### src/rtl/vector_mul_resolve.sv
// Lane-segmented carry-propagate add and half-select packing behind the vector multiplier.
// Define VMUL_RESOLVE_SINGLE_STAGE_EN to collapse the two-stage pipeline into one stage.
module vector_mul_resolve #(
    parameter int unsigned TAG_W = 5
) (
    input  logic             clock,
    input  logic             reset,
    input  logic             inValid,
    output logic             inReady,
    input  logic [63:0]      inSum,
    input  logic [63:0]      inCarry,
    input  logic [2:0]       inSew,
    input  logic             inHigh,
    input  logic [TAG_W-1:0] inTag,
    output logic             outValid,
    input  logic             outReady,
    output logic [31:0]      outResult,
    output logic [TAG_W-1:0] outTag
);

    typedef enum logic [1:0] {
        W8  = 2'd0,
        W16 = 2'd1,
        W32 = 2'd2
    } width_t;

    function automatic width_t decode_width(input logic [2:0] sew);
        width_t w;
        casez (sew)
            3'b1??:  w = W32;
            3'b01?:  w = W16;
            default: w = W8;
        endcase
        return w;
    endfunction

    // 32-bit add built from two 16-bit halves; kill_mid breaks the carry at the half boundary.
    function automatic logic [31:0] add_seg(
        input  logic [31:0] a,
        input  logic [31:0] b,
        input  logic        cin,
        input  logic        kill_mid,
        output logic        cout
    );
        logic [16:0] lo;
        logic [16:0] hi;
        lo   = {1'b0, a[15:0]} + {1'b0, b[15:0]} + {16'd0, cin};
        hi   = {1'b0, a[31:16]} + {1'b0, b[31:16]} + {16'd0, lo[16] & ~kill_mid};
        cout = hi[16];
        return {hi[15:0], lo[15:0]};
    endfunction

    function automatic logic [31:0] pack_halves(
        input logic [63:0] p,
        input width_t      w,
        input logic        high
    );
        logic [31:0] r;
        r = '0;
        case (w)
            W32: r = high ? p[63:32] : p[31:0];
            W16: r = high ? {p[63:48], p[31:16]} : {p[47:32], p[15:0]};
            default: begin
                for (int unsigned i = 0; i < 4; i++) begin
                    r[8*i +: 8] = high ? p[16*i+8 +: 8] : p[16*i +: 8];
                end
            end
        endcase
        return r;
    endfunction

    width_t in_w;
    always_comb begin
        in_w = decode_width(inSew);
    end

    logic             s2_v;
    logic             s2_adv;
    logic             s2_take;
    logic [31:0]      s2_in_result;
    logic [TAG_W-1:0] s2_in_tag;

    assign s2_adv   = !s2_v || outReady;
    assign outValid = s2_v;

`ifdef VMUL_RESOLVE_SINGLE_STAGE_EN

    logic [31:0] lo_sum;
    logic [31:0] hi_sum;
    logic        mid_carry;
    logic        top_carry_unused;

    assign inReady = s2_adv;

    always_comb begin
        lo_sum       = add_seg(inSum[31:0], inCarry[31:0], 1'b0, in_w == W8, mid_carry);
        hi_sum       = add_seg(inSum[63:32], inCarry[63:32], mid_carry & (in_w == W32),
                               in_w == W8, top_carry_unused);
        s2_take      = inValid;
        s2_in_result = pack_halves({hi_sum, lo_sum}, in_w, inHigh);
        s2_in_tag    = inTag;
    end

`else

    logic             s1_v;
    logic             s1_adv;
    logic [31:0]      s1_lo;
    logic             s1_c32;
    logic [31:0]      s1_sum_hi;
    logic [31:0]      s1_carry_hi;
    width_t           s1_w;
    logic             s1_high;
    logic [TAG_W-1:0] s1_tag;

    logic [31:0]      lo_sum;
    logic             lo_cout;
    logic [31:0]      hi_sum;
    logic             hi_carry_unused;

    assign s1_adv  = !s1_v || s2_adv;
    assign inReady = s1_adv;

    always_comb begin
        lo_sum = add_seg(inSum[31:0], inCarry[31:0], 1'b0, in_w == W8, lo_cout);
    end

    always_ff @(posedge clock or posedge reset) begin
        if (reset) begin
            s1_v        <= 1'b0;
            s1_lo       <= '0;
            s1_c32      <= 1'b0;
            s1_sum_hi   <= '0;
            s1_carry_hi <= '0;
            s1_w        <= W8;
            s1_high     <= 1'b0;
            s1_tag      <= '0;
        end else if (s1_adv) begin
            s1_v <= inValid;
            if (inValid) begin
                s1_lo       <= lo_sum;
                // Only a 64-bit lane lets the low word's carry reach bit 32.
                s1_c32      <= lo_cout & (in_w == W32);
                s1_sum_hi   <= inSum[63:32];
                s1_carry_hi <= inCarry[63:32];
                s1_w        <= in_w;
                s1_high     <= inHigh;
                s1_tag      <= inTag;
            end
        end
    end

    always_comb begin
        hi_sum       = add_seg(s1_sum_hi, s1_carry_hi, s1_c32, s1_w == W8, hi_carry_unused);
        s2_take      = s1_v;
        s2_in_result = pack_halves({hi_sum, s1_lo}, s1_w, s1_high);
        s2_in_tag    = s1_tag;
    end

`endif

    always_ff @(posedge clock or posedge reset) begin
        if (reset) begin
            s2_v      <= 1'b0;
            outResult <= '0;
            outTag    <= '0;
        end else if (s2_adv) begin
            s2_v <= s2_take;
            if (s2_take) begin
                outResult <= s2_in_result;
                outTag    <= s2_in_tag;
            end
        end
    end

endmodule

### config.mk
export PLATFORM = sky130hd
export DESIGN_NAME = vector_mul_resolve
export DESIGN_NICKNAME = d
export VERILOG_FILES = /design/src/rtl/vector_mul_resolve.sv
export SDC_FILE = /design/constraint.sdc
export NUM_CORES = 1
export LEC_CHECK = 0
export CELL_PAD_IN_SITES_DETAIL_PLACEMENT = 1
export CELL_PAD_IN_SITES_GLOBAL_PLACEMENT = 1
export CORE_MARGIN = 1
export CORE_UTILIZATION = 42
export CTS_BUF_LIST = sky130_fd_sc_hd__clkbuf_2
export CTS_CLUSTER_SIZE = 28
export DETAILED_ROUTE_END_ITERATION = 12
export PLACE_DENSITY_LB_ADDON = 0.1
export SLEW_MARGIN = 40
export SYNTH_ARGS = -nofsm -noshare
export SYNTH_HDL_FRONTEND = slang
export SYNTH_SLANG_ARGS = --single-unit
### constraint.sdc
create_clock -name clock -period 5.6 [get_ports clock]
set_input_delay 0.84 -clock clock [delete_from_list [all_inputs] [get_ports clock]]
set_output_delay 0.84 -clock clock [all_outputs]
set_load 0.01 [all_outputs]
==> flow_summary.ini, run 1 <==
[run_status]
status = completed

[sta]
rsz0062_at_grt = false
tightest_slew_ns = 0.806
drv_slew = 0
maxSlewHeadroom = 0.454
fmax_ghz = 0.196
fin_crit_sh = 0.910
finalSetupTns_ns = 0
setup_viol = 0
skew_ns = 0.0231
hold_viol = 0
period_needed_ns = 5.09

[power]
ir_worst_vdd_mv = 0.146
p_comb_frac = 0.474
p_sw_mw = 1.61
seq_power_share = 0.373
finalPower_mw = 3.96
leakagePower_nw = 4.98
power.density_nw_per_um2 = 338
p_int_mw = 2.35
switching_share = 0.407
p_clk_frac = 0.153

[drt]
wl_microns = 27000
ant_nets = 0
drc = 0
first_pass_iters = 4
avgRoutedWirePerCell_microns = 18.8
via_count = 8219
drt_iter0_drc = 390
vias_per_cell = 5.73

[global_routing]
grt_first_pass_wirelength_microns = 43100
antenna_found_initial = 1
grt_overflow = 0
track_usage = 0.242
grt_max_degree = 104
grt_pass1_vias = 8290

[cells_and_area]
final_net_count = 1351
fill_cells = 2524
instances_no_fill = 1434
synthToLayoutAreaGrowth_pct = 24.7
post-route-util = 0.535
drive_above_1_share = 0.128

[clocking]
cts-resized-gates = 0
cts.sinks = 144
path_clk_slew_ns = 0.22
cts_tree = built
post-cts-setup-buffer-count = 0
clock_path_buffers = 2
clk_latency_ns = 0.73
cts_buffers = 17
postCtsHoldBufs = 0
cts_root_buf = clkbuf_2
htreeDepth = 4

[worst_setup_path]
cp-end-kind = register
crit_fanout = 4
rr_worst_depth = 17
crit_path_start_kind = register
cp.required_ns = 6.22
path_buf_inv = 0
crit_path_top_delay_cell = fa_1
crit_family = compound AO/OA/AOI/OAI gates
max_stage_delay_ns = 0.51
crit_chain = fa_1 -> fa_1 -> a211oi_2 -> o21ai_1 -> a211oi_1 -> o211ai_1 -> a31o_2 -> a21oi_1 -> nor2_1 -> fa_1 -> a21o_1 -> a22oi_1 -> a211oi_1 -> or3_1 -> nand2_1 -> mux2_2 -> o41ai_1
critPathArrivalTime_ns = 5.71
path_common_cell = fa_1
crit_cells = 17
worstSetupPathType = register to register
r2r_slack_ns = 0.51

[yosys]
syn_inst = 975
yosysUniqueCellTypes = 70
syn_area_sq_um = 9390
synth-async-reset-ratio = 1.00
ys_warn_count = 0
synth_nets = 1186
synth_seq_cells = 144
seq_area_frac_synth = 0.384
synth_edf_count = 0
synth_flop_cell = dfrtp_1
avgSynthCellArea_sq_um = 9.63

[floorplan]
dieWidth_microns = 152
rows = 54
coreArea_sq_um = 21900
die_h_microns = 152
die_area_sq_um = 23000
start_util = 0.429
io_pins = 180

[flow_run]
cap_violations = 0

[place]
gp_congestion = 0.847
portBuffers = 178
numPlacedInstances = 1400
hpwl_microns = 20600

[worst_hold_path]
hp-class = input pin to async pin
-- flip-flops by register name, summed over array words and instances, names as in the netlist --
| name | cells |
|---|---|
| outResult | 32 |
| s1_carry_hi | 32 |
| s1_lo | 32 |
| s1_sum_hi | 32 |
| outTag | 5 |
| s1_tag | 5 |
| s1_w | 2 |
| outValid | 1 |
| s1_c32 | 1 |
| s1_high | 1 |
| s1_v | 1 |
-- power by group through the flow --
| stage | Clock (mW) | Sequential, mW | Combinational, mW |
|---|---|---|---|
| floorplan | 0 | 1.47 | 1.12 |
| global placement | 0 | 1.49 | 1.83 |
| detailed placement | 0 | 1.50 | 1.87 |
| CTS | 0.629 | 1.48 | 1.88 |
| global route | 0.671 | 1.51 | 2.05 |
| finish | 0.606 | 1.48 | 1.87 |
-- routing by layer --
layer / vias up / routed length, microns / global-route usage
met5: - / 0 / 0
met4: 0 / 412 / 0.0698
met3: 25 / 1320 / 0.0392
met2: 227 / 13000 / 0.403
met1: 4035 / 12300 / 0.324
li1: 3932 / - / -
-- area by class of cell --
type / count / area [sq um] / share of cell area
Multi-Input combinational cell: 763 / 5540 / 0.473
Clock inverter: 15 / 144 / 0.0123
Timing Repair Buffer: 189 / 1880 / 0.161
Tap cell: 280 / 350 / 0.0299
Sequential cell: 144 / 3600 / 0.308
Clock buffer: 17 / 85.1 / 0.00727
Inverter: 25 / 101 / 0.00866
Antenna cell: 1 / 2.50 / 0.000214
-- worst register-to-register path: cells and delay by family, from the launching register on --
| kind | cells | cell delay [ns] |
|---|---|---|
| AO/OA/AOI/OAI | 10 | 2.29 |
| adder cells (fa/ha/maj) | 3 | 1.39 |
| flip-flops | 1 | 0.45 |
| multiplexers | 1 | 0.33 |
| AND/OR/NAND/NOR | 3 | 0.54 |
-- cell families after synthesis --
logic type / count (synthesis) / synth area share
buffers and inverters: 68 / 0.0277
multiplexers: 89 / 0.107
flip-flops: 144 / 0.384
adder cells (fa/ha/maj): 70 / 0.0989
AO/OA/AOI/OAI: 295 / 0.212
XOR/XNOR: 39 / 0.0364
AND/OR/NAND/NOR: 270 / 0.134
-- cells in the final DEF (no fill, tap or decap), types with 4 or more instances in the layout --
cell type,instances
nand2_1,104
o31ai_1,13
mux2i_1,7
or3_1,8
nand2b_1,16
a221oi_1,9
o211ai_1,12
a22oi_1,7
a21oi_1,66
o21a_1,6
nand3_1,24
xnor2_1,18
fa_1,7
nor2_1,51
mux2_2,80
a21o_1,21
clkdlybuf4s50_1,178
nor2b_1,10
nor3_1,20
o21ai_0,70
a31oi_1,13
o22ai_1,8
clkinv_1,4
clkbuf_2,17
a211o_1,7
or2_2,7
a211oi_1,11
and3_1,10
o21ai_1,4
ha_1,63
a222oi_1,4
dfrtp_1,144
a311oi_1,5
xor2_1,21
buf_4,10
inv_1,23
-- worst paths after layout --
kind / startpoint / end
worst max-delay path: s1_c32 / outResult[31]
worst min-delay path: reset / s1_sum_hi[8]
worst max register to register: s1_c32 / outResult[31]
worst min register to register: s1_tag[3] / outTag[3]
max in group asynchronous: reset / s1_carry_hi[2]
min in group clock: s1_tag[3] / outTag[3]
-- synth_stat cells, types with 8 or more instances --
master    count  area [sq um]
or3_1         8          50.1
nor2b_1      10          62.6
a211oi_1     11          82.6
a31oi_1      13          81.3
mux2_2       80           901
a221oi_1      9          78.8
o22ai_1       8          50.1
ha_1         63           788
clkbuf_1     33           124
o21ai_0      70           350
inv_1        24          90.1
xor2_1       21           184
o211ai_1     12          90.1
nand2_1     106           398
nand2b_1     16           100
nor2_1       51           191
a21oi_1      66           330
a21o_1       21           158
nor3_1       20           100
o31ai_1      13          97.6
dfrtp_1     144          3600
and3_1       10          62.6
xnor2_1      18           158
nand3_1      24           120
-- through the flow --
step | area (sq um) | hold slack [ns] | setup WS [ns]
after global routing | 11700 | 0.402 | 0.184
after floorplan | 9390 | 0.433 | 0.894
after CTS | 11700 | 0.508 | 0.436
final | 11700 | 0.434 | 0.506
after global placement | 11400 | 0.445 | 0.204
after detailed placement | 11400 | 0.457 | 0.0761
(Power assumes the default switching activity.)
==> inputs of run 2 (changes only) <==
--- a/config.mk
+++ b/config.mk
@@ -7,13 +7,11 @@
 export LEC_CHECK = 0
 export CELL_PAD_IN_SITES_DETAIL_PLACEMENT = 1
 export CELL_PAD_IN_SITES_GLOBAL_PLACEMENT = 1
-export CORE_MARGIN = 1
 export CORE_UTILIZATION = 42
 export CTS_BUF_LIST = sky130_fd_sc_hd__clkbuf_2
 export CTS_CLUSTER_SIZE = 28
 export DETAILED_ROUTE_END_ITERATION = 12
 export PLACE_DENSITY_LB_ADDON = 0.1
-export SLEW_MARGIN = 40
 export SYNTH_ARGS = -nofsm -noshare
 export SYNTH_HDL_FRONTEND = slang
 export SYNTH_SLANG_ARGS = --single-unit
==> flow_summary.ini, run 2 (same netlist as run 1, synthesis figures left out) <==
[worst_setup_path]
critPathArrivalTime_ns = 5.74
cp-startpoint = s1_c32
crit_fanout = 4
worstSetupPathType = register to register
cp-end-kind = register
crit_path_start_kind = register
r2r-start = s1_c32
cp.required_ns = 6.22

[sta]
tightest_slew_ns = 0.992
finalSetupTns_ns = 0
period_needed_ns = 5.12
drv_slew = 0
hold_viol = 0
setup_viol = 0
skew_ns = 0.0223
maxSlewHeadroom = 0.339
fin_crit_sh = 0.915
rsz0062_at_grt = false
fmax_ghz = 0.195

[clocking]
clk_latency_ns = 0.73
cts-resized-gates = 0
path_clk_slew_ns = 0.22
post-cts-setup-buffer-count = 0
htreeDepth = 4
cts_root_buf = clkbuf_2
clock_path_buffers = 2
cts_tree = built
cts_buffers = 17
cts.sinks = 144
postCtsHoldBufs = 0

[cells_and_area]
multi_input_area_sq_um = 5540
regArea_sq_um = 3600
fill_cells = 2517
final_net_count = 1350
layout_common_cells = 178 x clkdlybuf4s50_1, 144 x dfrtp_1, 104 x nand2_1, 80 x mux2_2, 70 x o21ai_0
synthToLayoutAreaGrowth_pct = 24.1
final_common_cell = clkdlybuf4s50_1
drive_above_1_share = 0.127
instances_no_fill = 1433

[drt]
wl_microns = 26800
via_count = 8186
avgRoutedWirePerCell_microns = 18.7
drt_iter0_drc = 435
drc = 0
ant_nets = 0
first_pass_iters = 6
vias_per_cell = 5.71

[floorplan]
coreArea_sq_um = 21900
die_area_sq_um = 23000
die_h_microns = 152
rows = 54
start_util = 0.429
io_pins = 180
dieWidth_microns = 152

[global_routing]
grt_pass1_vias = 8249
grt_first_pass_wirelength_microns = 43000
track_usage = 0.242
grt_max_degree = 104
antenna_found_initial = 1
grt_overflow = 0

[power]
p_comb_frac = 0.479
power.density_nw_per_um2 = 335
p_clk_frac = 0.143
ir_worst_vdd_mv = 0.133
p_int_mw = 2.30
leakagePower_nw = 4.95
seq_power_share = 0.378
switching_share = 0.411
p_sw_mw = 1.60

[worst_hold_path]
hp-start = s1_tag[2]
hp-class = register to register

[run_status]
status = completed

[place]
portBuffers = 178
gp_congestion = 0.847
hpwl_microns = 20600
numPlacedInstances = 1400

[flow_run]
cap_violations = 0
-- run 2: changes by cell type in the layout (fill, tap and decap cells not counted), sizes merged --
cell      change
buf           -1
bufinv        -1
clkinvlp      +1
-- run 2: metrics by stage --
step	util	total power [mW]	setup slack, ns	hold slack [ns]	cell area [sq um]
floorplan	-	2.59	0.894	0.433	9390
CTS	0.532	3.94	0.437	0.507	11700
global placement	0.523	3.32	0.204	0.445	11400
detailed placement	0.523	3.36	0.0786	0.457	11400
finish	0.532	3.90	0.479	0.501	11700
global route	0.532	4.17	0.185	0.527	11700
-- run 2: final cells by class --
cell class	count	area share
sequential	144	0.309
multi-input combinational	763	0.475
clock inverter	15	0.0103
antenna	1	0.000215
inverter	25	0.00848
clock buffer	17	0.00730
tap	280	0.0301
timing repair buffer	188	0.159
-- run 2: worst paths after layout --
kind                       cells past startpoint            end  slack, ns
max                                           17  outResult[31]       0.48
min                                            2      outTag[2]       0.50
max reg2reg                                   17  outResult[31]       0.48
min reg2reg                                    2      outTag[2]       0.50
max in group asynchronous                      3      s1_lo[22]       3.76
min in group asynchronous                      2   s1_sum_hi[8]       0.63
-- run 2: worst max-delay path: stages (launching register included) --
cell,delay [ns]
dfrtp_1,0.45
fa_1,0.48
fa_1,0.51
a211oi_2,0.30
o21ai_1,0.15
a211oi_1,0.22
o211ai_1,0.18
a31o_2,0.27
a21oi_1,0.14
nor2_1,0.07
fa_1,0.39
a21o_1,0.20
a22oi_1,0.34
a211oi_1,0.17
or3_1,0.40
nand2_1,0.08
mux2_2,0.33
o41ai_1,0.35
-- run 2: metal layers --
metal,vias to the layer above,routed length (microns),global-route usage,part of all wire
met5,-,0,0,0
met4,0,474,0.0738,0.018
met3,26,1290,0.0389,0.048
met2,223,12900,0.402,0.48
met1,4011,12200,0.322,0.45
li1,3926,-,-,-
-- run 2: power by group through the flow --
stage | clock [mW] | combinational (mW) | sequential, mW
floorplan | 0 | 1.12 | 1.47
global placement | 0 | 1.83 | 1.49
detailed placement | 0 | 1.87 | 1.50
CTS | 0.583 | 1.88 | 1.48
global route | 0.623 | 2.05 | 1.50
finish | 0.559 | 1.87 | 1.48
